===== config.mk =====
export PLATFORM = sky130hd
export DESIGN_NAME = traffic_light_monitor_flat
export DESIGN_NICKNAME = d
export VERILOG_FILES = /design/src/rtl/traffic_light_monitor_if.sv /design/src/rtl/traffic_light_monitor.sv /design/src/flat_wrapper.sv
export SDC_FILE = /design/constraint.sdc
export NUM_CORES = 1
export LEC_CHECK = 0
export ABC_AREA = 1
export CAP_MARGIN = 20
export CORE_MARGIN = 2
export CORE_UTILIZATION = 40
export CTS_CLUSTER_SIZE = 40
export DETAILED_ROUTE_END_ITERATION = 8
export PLACE_DENSITY = 0.74
export SLEW_MARGIN = 20
export SYNTH_ARGS = -nofsm -noshare
export SYNTH_HDL_FRONTEND = slang
export SYNTH_SLANG_ARGS = --single-unit

===== constraint.sdc =====
create_clock -name clk -period 1.65 [get_ports clk]
set_clock_uncertainty 0.05 [all_clocks]
set_input_delay 0.33 -clock clk [delete_from_list [all_inputs] [get_ports clk]]
set_output_delay 0.33 -clock clk [all_outputs]
set_load 0.02 [all_outputs]

===== src/rtl/traffic_light_monitor_if.sv =====
// Lamp observation and monitor status bundle between a light source and traffic_light_monitor.
interface traffic_light_monitor_if;
  logic [2:0] ns_light;
  logic [2:0] ew_light;
  logic       clr_err;
  logic [1:0] phase;
  logic       locked;
  logic       err_illegal;
  logic       err_sequence;
  logic       err_timing;
  logic       err_sticky;
  logic [7:0] cycle_count;

  modport master (
    output ns_light, ew_light, clr_err,
    input  phase, locked, err_illegal, err_sequence, err_timing, err_sticky, cycle_count
  );

  modport slave (
    input  ns_light, ew_light, clr_err,
    output phase, locked, err_illegal, err_sequence, err_timing, err_sticky, cycle_count
  );
endinterface


===== src/rtl/traffic_light_monitor.sv =====
// Passive checker of traffic-light phase order and dwell time; never drives the lamps.
// Reports illegal patterns, skipped phases and dwell violations as pulses plus a sticky flag.
module traffic_light_monitor #(
  parameter int unsigned GREEN_CYCLES  = 3,
  parameter int unsigned YELLOW_CYCLES = 2,
  parameter int unsigned CNT_W         = 4
) (
  input logic                   clk,
  input logic                   rst_n,
  traffic_light_monitor_if.slave mon
);

  localparam int unsigned CYC_W = 8;
  localparam logic [CNT_W-1:0] GREEN_DWELL  = CNT_W'(GREEN_CYCLES);
  localparam logic [CNT_W-1:0] YELLOW_DWELL = CNT_W'(YELLOW_CYCLES);
  localparam logic [CNT_W-1:0] RUN_MAX      = {CNT_W{1'b1}};

  typedef enum logic [1:0] {
    NS_GO   = 2'b00,
    NS_WARN = 2'b01,
    EW_GO   = 2'b10,
    EW_WARN = 2'b11
  } phase_e;

  phase_e           phase_q, phase_d;
  logic [CNT_W-1:0] run_len_q, run_len_d;
  logic             locked_q, locked_d;
  logic             err_ill_q, err_ill_d;
  logic             err_seq_q, err_seq_d;
  logic             err_tim_q, err_tim_d;
  logic             sticky_q, sticky_d;
  logic [CYC_W-1:0] cyc_q, cyc_d;

  logic             legal_c;
  phase_e           obs_c;
  phase_e           succ_c;
  logic [CNT_W-1:0] req_c;

  // Map the sampled lamp pair onto a phase; anything else is illegal.
  always_comb begin
    legal_c = 1'b1;
    obs_c   = NS_GO;
    case ({mon.ns_light, mon.ew_light})
      6'b001_100: obs_c = NS_GO;
      6'b010_100: obs_c = NS_WARN;
      6'b100_001: obs_c = EW_GO;
      6'b100_010: obs_c = EW_WARN;
      default:    legal_c = 1'b0;
    endcase
  end

  assign succ_c = phase_e'(2'(phase_q + 2'd1));
  assign req_c  = phase_q[0] ? YELLOW_DWELL : GREEN_DWELL;

  always_comb begin
    phase_d   = phase_q;
    run_len_d = run_len_q;
    locked_d  = locked_q;
    err_ill_d = 1'b0;
    err_seq_d = 1'b0;
    err_tim_d = 1'b0;
    cyc_d     = cyc_q;

    if (!legal_c) begin
      err_ill_d = 1'b1;
      locked_d  = 1'b0;
    end else if (obs_c == phase_q) begin
      // Pre-increment compare fires exactly once per over-long dwell.
      if (run_len_q != RUN_MAX) run_len_d = run_len_q + CNT_W'(1);
      if (locked_q && (run_len_q == req_c)) err_tim_d = 1'b1;
    end else if (obs_c == succ_c) begin
      phase_d   = obs_c;
      run_len_d = CNT_W'(1);
      if (locked_q) begin
        if (run_len_q < req_c) err_tim_d = 1'b1;
        if (phase_q == EW_WARN) cyc_d = cyc_q + CYC_W'(1);
      end else begin
        locked_d = 1'b1;
      end
    end else begin
      phase_d   = obs_c;
      run_len_d = CNT_W'(1);
      if (locked_q) err_seq_d = 1'b1;
    end

    // A new error beats a simultaneous clear.
    sticky_d = sticky_q;
    if (err_ill_d || err_seq_d || err_tim_d) sticky_d = 1'b1;
    else if (mon.clr_err)                    sticky_d = 1'b0;
  end

  always_ff @(posedge clk or negedge rst_n) begin
    if (!rst_n) begin
      phase_q   <= NS_GO;
      run_len_q <= '0;
      locked_q  <= 1'b0;
      err_ill_q <= 1'b0;
      err_seq_q <= 1'b0;
      err_tim_q <= 1'b0;
      sticky_q  <= 1'b0;
      cyc_q     <= '0;
    end else begin
      phase_q   <= phase_d;
      run_len_q <= run_len_d;
      locked_q  <= locked_d;
      err_ill_q <= err_ill_d;
      err_seq_q <= err_seq_d;
      err_tim_q <= err_tim_d;
      sticky_q  <= sticky_d;
      cyc_q     <= cyc_d;
    end
  end

  assign mon.phase        = phase_q;
  assign mon.locked       = locked_q;
  assign mon.err_illegal  = err_ill_q;
  assign mon.err_sequence = err_seq_q;
  assign mon.err_timing   = err_tim_q;
  assign mon.err_sticky   = sticky_q;
  assign mon.cycle_count  = cyc_q;

endmodule


===== src/flat_wrapper.sv =====
// flat-port wrapper written by rule: the top's interface ports become plain ports
module traffic_light_monitor_flat 
#(
  parameter int unsigned GREEN_CYCLES  = 3,
  parameter int unsigned YELLOW_CYCLES = 2,
  parameter int unsigned CNT_W         = 4
)
  (clk, rst_n, mon_ns_light, mon_ew_light, mon_clr_err, mon_phase, mon_locked, mon_err_illegal, mon_err_sequence, mon_err_timing, mon_err_sticky, mon_cycle_count);
  traffic_light_monitor_if mon_i ();
  input logic clk;
  input logic rst_n;
  input wire logic [$bits(mon_i.ns_light)-1:0] mon_ns_light;
  input wire logic [$bits(mon_i.ew_light)-1:0] mon_ew_light;
  input wire logic [$bits(mon_i.clr_err)-1:0] mon_clr_err;
  output wire logic [$bits(mon_i.phase)-1:0] mon_phase;
  output wire logic [$bits(mon_i.locked)-1:0] mon_locked;
  output wire logic [$bits(mon_i.err_illegal)-1:0] mon_err_illegal;
  output wire logic [$bits(mon_i.err_sequence)-1:0] mon_err_sequence;
  output wire logic [$bits(mon_i.err_timing)-1:0] mon_err_timing;
  output wire logic [$bits(mon_i.err_sticky)-1:0] mon_err_sticky;
  output wire logic [$bits(mon_i.cycle_count)-1:0] mon_cycle_count;
  assign mon_i.ns_light = mon_ns_light;
  assign mon_i.ew_light = mon_ew_light;
  assign mon_i.clr_err = mon_clr_err;
  assign mon_phase = mon_i.phase;
  assign mon_locked = mon_i.locked;
  assign mon_err_illegal = mon_i.err_illegal;
  assign mon_err_sequence = mon_i.err_sequence;
  assign mon_err_timing = mon_i.err_timing;
  assign mon_err_sticky = mon_i.err_sticky;
  assign mon_cycle_count = mon_i.cycle_count;
  traffic_light_monitor #(.GREEN_CYCLES(GREEN_CYCLES), .YELLOW_CYCLES(YELLOW_CYCLES), .CNT_W(CNT_W)) u_core (.clk(clk), .rst_n(rst_n), .mon(mon_i));
endmodule

; ---- Yosys cells after proc, flatten, opt, wreduce, memory -nomap -nowiden
; Cells that the tools add are included.
[word_totals]
word_cells = 55
output_inout_bits = 15
inputBits = 9
regBits = 19
[classes]
n_addsub = 3
order_cmp = 1
muxes = 21
eq_ne = 12
reduce_logical = 9
bitwise_logic = 1
[ops]
columns = operator, count
row1 = $mux 1, 18
row2 = $eq 6x6->1 const B, 2
row3 = $add 8x1->8 const B, 1
row4 = $mux 4, 2
row5 = $eq 6x4->1 const B, 1
row6 = $eq 6x5->1 const B, 1
row7 = $ne 2x2->1 const B, 3
row8 = $pmux 2 s3, 1
row9 = $reduce_and 2->1, 3
row10 = $reduce_and 5->1, 1
row11 = $add 4x1->4 const B, 1
row12 = $eq 2x2->1, 2
row13 = $eq 4x4->1, 1
row14 = $lt 4x4->1, 1
row15 = $ne 4x4->1 const B, 1
row16 = $reduce_or 4->1, 1
row17 = $add 2x1->2 const B, 1
row18 = $eq 2x2->1 const B, 1
row19 = $logic_or 1x1->1, 2
row20 = $reduce_bool 2->1, 1
row21 = $logic_and 1x1->1, 1
row22 = $not 1->1, 1

; ---- Logic depth before layout (Yosys ltp)
[depth]
depth_word = 9
mapped_depth = 11
mapped_depth_nobuf = 11

; ---- Worst setup path after synthesis
; OpenSTA, ideal clock, no wires.
[synth_timing]
kind = reg-to-reg
from = reg u_core.phase_q[0], in the netlist u_core.mon.phase[0]
to = reg u_core.cyc_q[3], in the netlist u_core.mon.cycle_count[3]
n_path_buf = 0
setup_ps = 118
setup_slack_ps = 42
required_time_ps = 1482
arrival_ps = 1440
synth_period_minus_slack_ps = 1608
stages_incl_launch_ff = 10
path_cell_list = dfrtp_1 > ha_1 > inv_1 > nand2_1 > nand2_1 > nand3_2 > nor2_8 > nand2_4 > nand2_1 > nand2_1
[synth_between]
elab_chain_cells = 3
word_cells_on_any_way = 6
cone_classes = 1 x add/sub / 3 x eq/ne / 1 x bitwise / 1 x reduce/logical
[synth_rtl]
columns = element, line_no
row1 = from (decl), traffic_light_monitor.sv:25  ; phase_e phase_q, phase_d;
row2 = from (signal assigned), traffic_light_monitor.sv:103  ; phase_q <= phase_d;
row3 = $add 2x1->2 or $eq 2x2->1 (tied branches), "traffic_light_monitor.sv:52, traffic_light_monitor.sv:67"
row4 = $eq 2x2->1 or $not 1->1 (tied branches), -
row5 = $reduce_and 5->1 (no source line) *, -
row6 = to (signal assigned), traffic_light_monitor.sv:110  ; cyc_q <= cyc_d;
row7 = to (decl), traffic_light_monitor.sv:32  ; logic [CYC_W-1:0] cyc_q, cyc_d;
; Every way passes the cells marked *; elsewhere a longest branch is shown, timed or not.
; A chain may end at the register's enable or synchronous reset.

; ---- Worst setup path in the final report
[layout_timing]
from = in mon_ew_light[0]
to = reg u_core.run_len_q[0]
[layout_between]
elab_chain_cells = 5
word_cells_on_any_way = 11
cone_classes = 6 x eq/ne / 3 x mux / 2 x reduce/logical
[layout_rtl]
columns = element, line_no
row1 = from (decl), flat_wrapper.sv:13  ; input wire logic [$bits(mon_i.ew_light)-1:0] mon_ew_light;
row2 = $eq 6x6->1 or $eq 6x5->1 (tied branches), traffic_light_monitor.sv:43  ; case ({mon.ns_light, mon.ew_light})
row3 = $pmux 2 s3, traffic_light_monitor.sv:43
row4 = $eq 2x2->1, traffic_light_monitor.sv:67  ; end else if (obs_c == phase_q) begin
row5 = $ne 2x2->1 (no source line), -
row6 = $reduce_and 2->1 (no source line), -
row7 = to (signal assigned), traffic_light_monitor.sv:104  ; run_len_q <= run_len_d;
row8 = to (decl), traffic_light_monitor.sv:26  ; logic [CNT_W-1:0] run_len_q, run_len_d;
; Parallel ways exist; a longest one is shown, timed or not.

==> results.toml <==
[cts]
h-tree-depth = 1
cts_tree = "done"
cts_sinks = 19
ctsRootBufferMaster = "clkbuf_4"
insertion_delay_ns = 0.29
clk_pin_slew_ns = 0.10
clockBufferDepth = 2
cts_buffers = 3

[finish]
antennaDiodeCount = 0
syn_to_final_growth_pct = 37.8
layout_common_cells = "nand2_1, nand3_1, dfrtp_1, buf_4"
post-route-util_pct = 58.9
nNetsFinal = 209
drive_above_1_share_pct = 22.6
final_common_cell = "nand2_1"

[timing]
finalMaxSlewViolations = 0
rsz0062_at_grt = "no"
setup_viol = 0
finalCriticalPeriod_ns = 1.59
worst_slew_pin_slew_ns = 0.241
fin_crit_sh_pct = 96.5
max_freq_mhz = 628
whs_ns = 0.303
relSlewSlack_pct = 83.9
hold_violations = 0

[worst_setup_path]
slowest_stage = "or2_2"
cpPeakStageDelay_ns = 0.29
timing_worst_setup_path_type = "input pin to flop"
end_kind = "flop"
cp.required_ns = 1.77
cp_num_buf_inv = 2
arrival_ns = 1.72
crit_path_start_kind = "input pin"
crit_top_cell = "nand2_2"
critical_path.max_fanout = 4
cp_top_family = "simple AND/OR/NAND/NOR gates"
crit_chain = "dlygate4sd2_1 > nor2_2 > nand3_4 > nand2_1 > nand2_2 > nand2_2 > a21oi_4 > buf_4 > or2_2"

[floorplan]
pin_count = 24
start_util_pct = 42.7
num_rows = 19
die_y_um = 58.5
die_width_um = 58.5
coreArea_mm2 = 0.00278
die-area_mm2 = 0.00342

[detailed_routing]
totalWireLength_um = 2600
drt_iter0_markers = 38
vias = 1112
ant_nets = 0
routedWlPerCell_um = 11.5
vias_per_cell = 4.92
route.detailed.drc = 0
drt-pass1-iter-count = 6

[global_routing]
grt_pass1_wl_um = 4630
grt_antenna_before_repair = 0
grt_overflow_total = 0
first_global_vias = 1084
grt.total_usage_pct = 17.6
grt_max_degree = 20

[outcome]
status = "finished clean"

[synth]
netlist_top_cells_area = "dfrtp_1, nand2_1, nand3_1"
syn-num-nets = 163
yosysUniqueCellTypes = 24
yosys.area.top_type = "dfrtp_1"
syn_avg_cell_area_um2 = 7.92
ys_ff_latch = 19
synthCells = 150
synth.cell_area_mm2 = 0.00119
yosys_warnings = 0
ys_seq_area_share_pct = 40.0
synth_top_area_share_pct = 40.0

[worst_hold_path]
min_path_type = "input pin to async pin"

[pwr]
irDropWorstVdd_uv = 624
powerDensity_mw_per_mm2 = 724
p_leak_nw = 0.976

[place]
place_hpwl_um = 1960
gp_congestion = 0.846
port_buffers = 23

[job]
max_cap_violations = 0
## layout make-up
class	instances	area [um^2]
Inverter	19	73.8
Timing Repair Buffer	42	367
Sequential cell	19	475
Clock inverter	1	5.00
Multi-Input combinational cell	111	656
Tap cell	31	38.8
Clock buffer	3	22.5
Fill cell	243	1140
## routing by layer
layer	wire [um]	track usage, %	vias up
li1	-	-	563
met1	1170	22.5	523
met4	13	3.99	0
met3	119	5.49	2
met2	1290	29.2	24
met5	0	0	-
## cell families after synthesis
kind of cell,after synthesis,synth area share (%)
AND/OR/NAND/NOR,93,38.8
adder cells (fa/ha/maj),4,4.21
AO/OA/AOI/OAI,5,3.16
flip-flops,19,40.0
buffers and inverters,20,7.16
XOR/XNOR,9,6.63
## final timing paths
| path | slack, ns | start | endpoint | cells past startpoint |
|---|---|---|---|---|
| min in group clk | 0.40 | mon_ns_light[2] | u_core.mon.phase[0]$_DFFE_PN0P_ | 4 |
| worst max register to register | 0.11 | u_core.mon.phase[0]$_DFFE_PN0P_ | u_core.run_len_q[0]$_DFFE_PN0P_ | 7 |
| worst max-delay path | 0.06 | mon_ew_light[0] | u_core.run_len_q[0]$_DFFE_PN0P_ | 9 |
| worst min-delay path | 0.30 | rst_n | u_core.mon.cycle_count[3]$_DFFE_PN0P_ | 2 |
| max in group asynchronous | 1.04 | rst_n | u_core.mon.phase[1]$_DFFE_PN0P_ | 2 |
| worst min register to register | 0.50 | u_core.mon.cycle_count[7]$_DFFE_PN0P_ | u_core.mon.cycle_count[7]$_DFFE_PN0P_ | 2 |
## worst register-to-register path, stage by stage, from the launching register on
cell	delay, ns
dfrtp_1	0.40
buf_4	0.16
inv_1	0.09
nand3_2	0.12
nand2_2	0.11
a21oi_4	0.07
buf_4	0.13
or2_2	0.29
## per-stage QoR
step | setup WS (ns) | area (um^2) | cells | power [mW] | setup TNS [ns]
finish | 0.0575 | 1640 | 226 | 1.19 | 0
detailed placement | -0.505 | 1530 | 214 | 0.953 | -7.18
floorplan | 0.0420 | 1190 | 150 | 0.792 | 0
global placement | -0.446 | 1530 | 214 | 0.943 | -6.28
CTS | 0.0182 | 1630 | 226 | 1.20 | 0
global route | 0.00256 | 1640 | 226 | 1.28 | 0
## registers in the layout, indices dropped and copies added (netlist names)
signal / count
u_core.mon.cycle_count: 8
u_core.mon.err_illegal: 1
u_core.mon.err_sequence: 1
u_core.mon.err_sticky: 1
u_core.mon.err_timing: 1
u_core.mon.locked: 1
u_core.mon.phase: 2
u_core.run_len_q: 4
## Yosys cell counts
cell type,number
nand2_1,39
nand3_1,21
dfrtp_1,19
inv_1,18
nor2_1,17
xor2_1,6
ha_1,4
nand2_2,4
xnor2_1,3
a21oi_1,2
nand2_4,2
nand3_2,2
nand4_1,2
a21oi_4,1
buf_6,1
inv_4,1
nand3_4,1
nor2_2,1
nor2_4,1
nor2_8,1
nor3_1,1
o21ai_0,1
o22ai_1,1
or2_2,1
## report_power, final
| part | switching [mW] | internal [mW] |
|---|---|---|
| Combinational | 0.238 | 0.175 |
| Sequential | 0.0384 | 0.512 |
| Clock | 0.133 | 0.0902 |
## repair_timing
item	CTS	global route
hold endpoints to repair	0	0
pin swaps	5	2
hold buffers	0	0
endpoints found under the setup margin	26	12
setup buffers	8	0
gates resized for setup	24	6
Power figures use the tool's default switching activity.
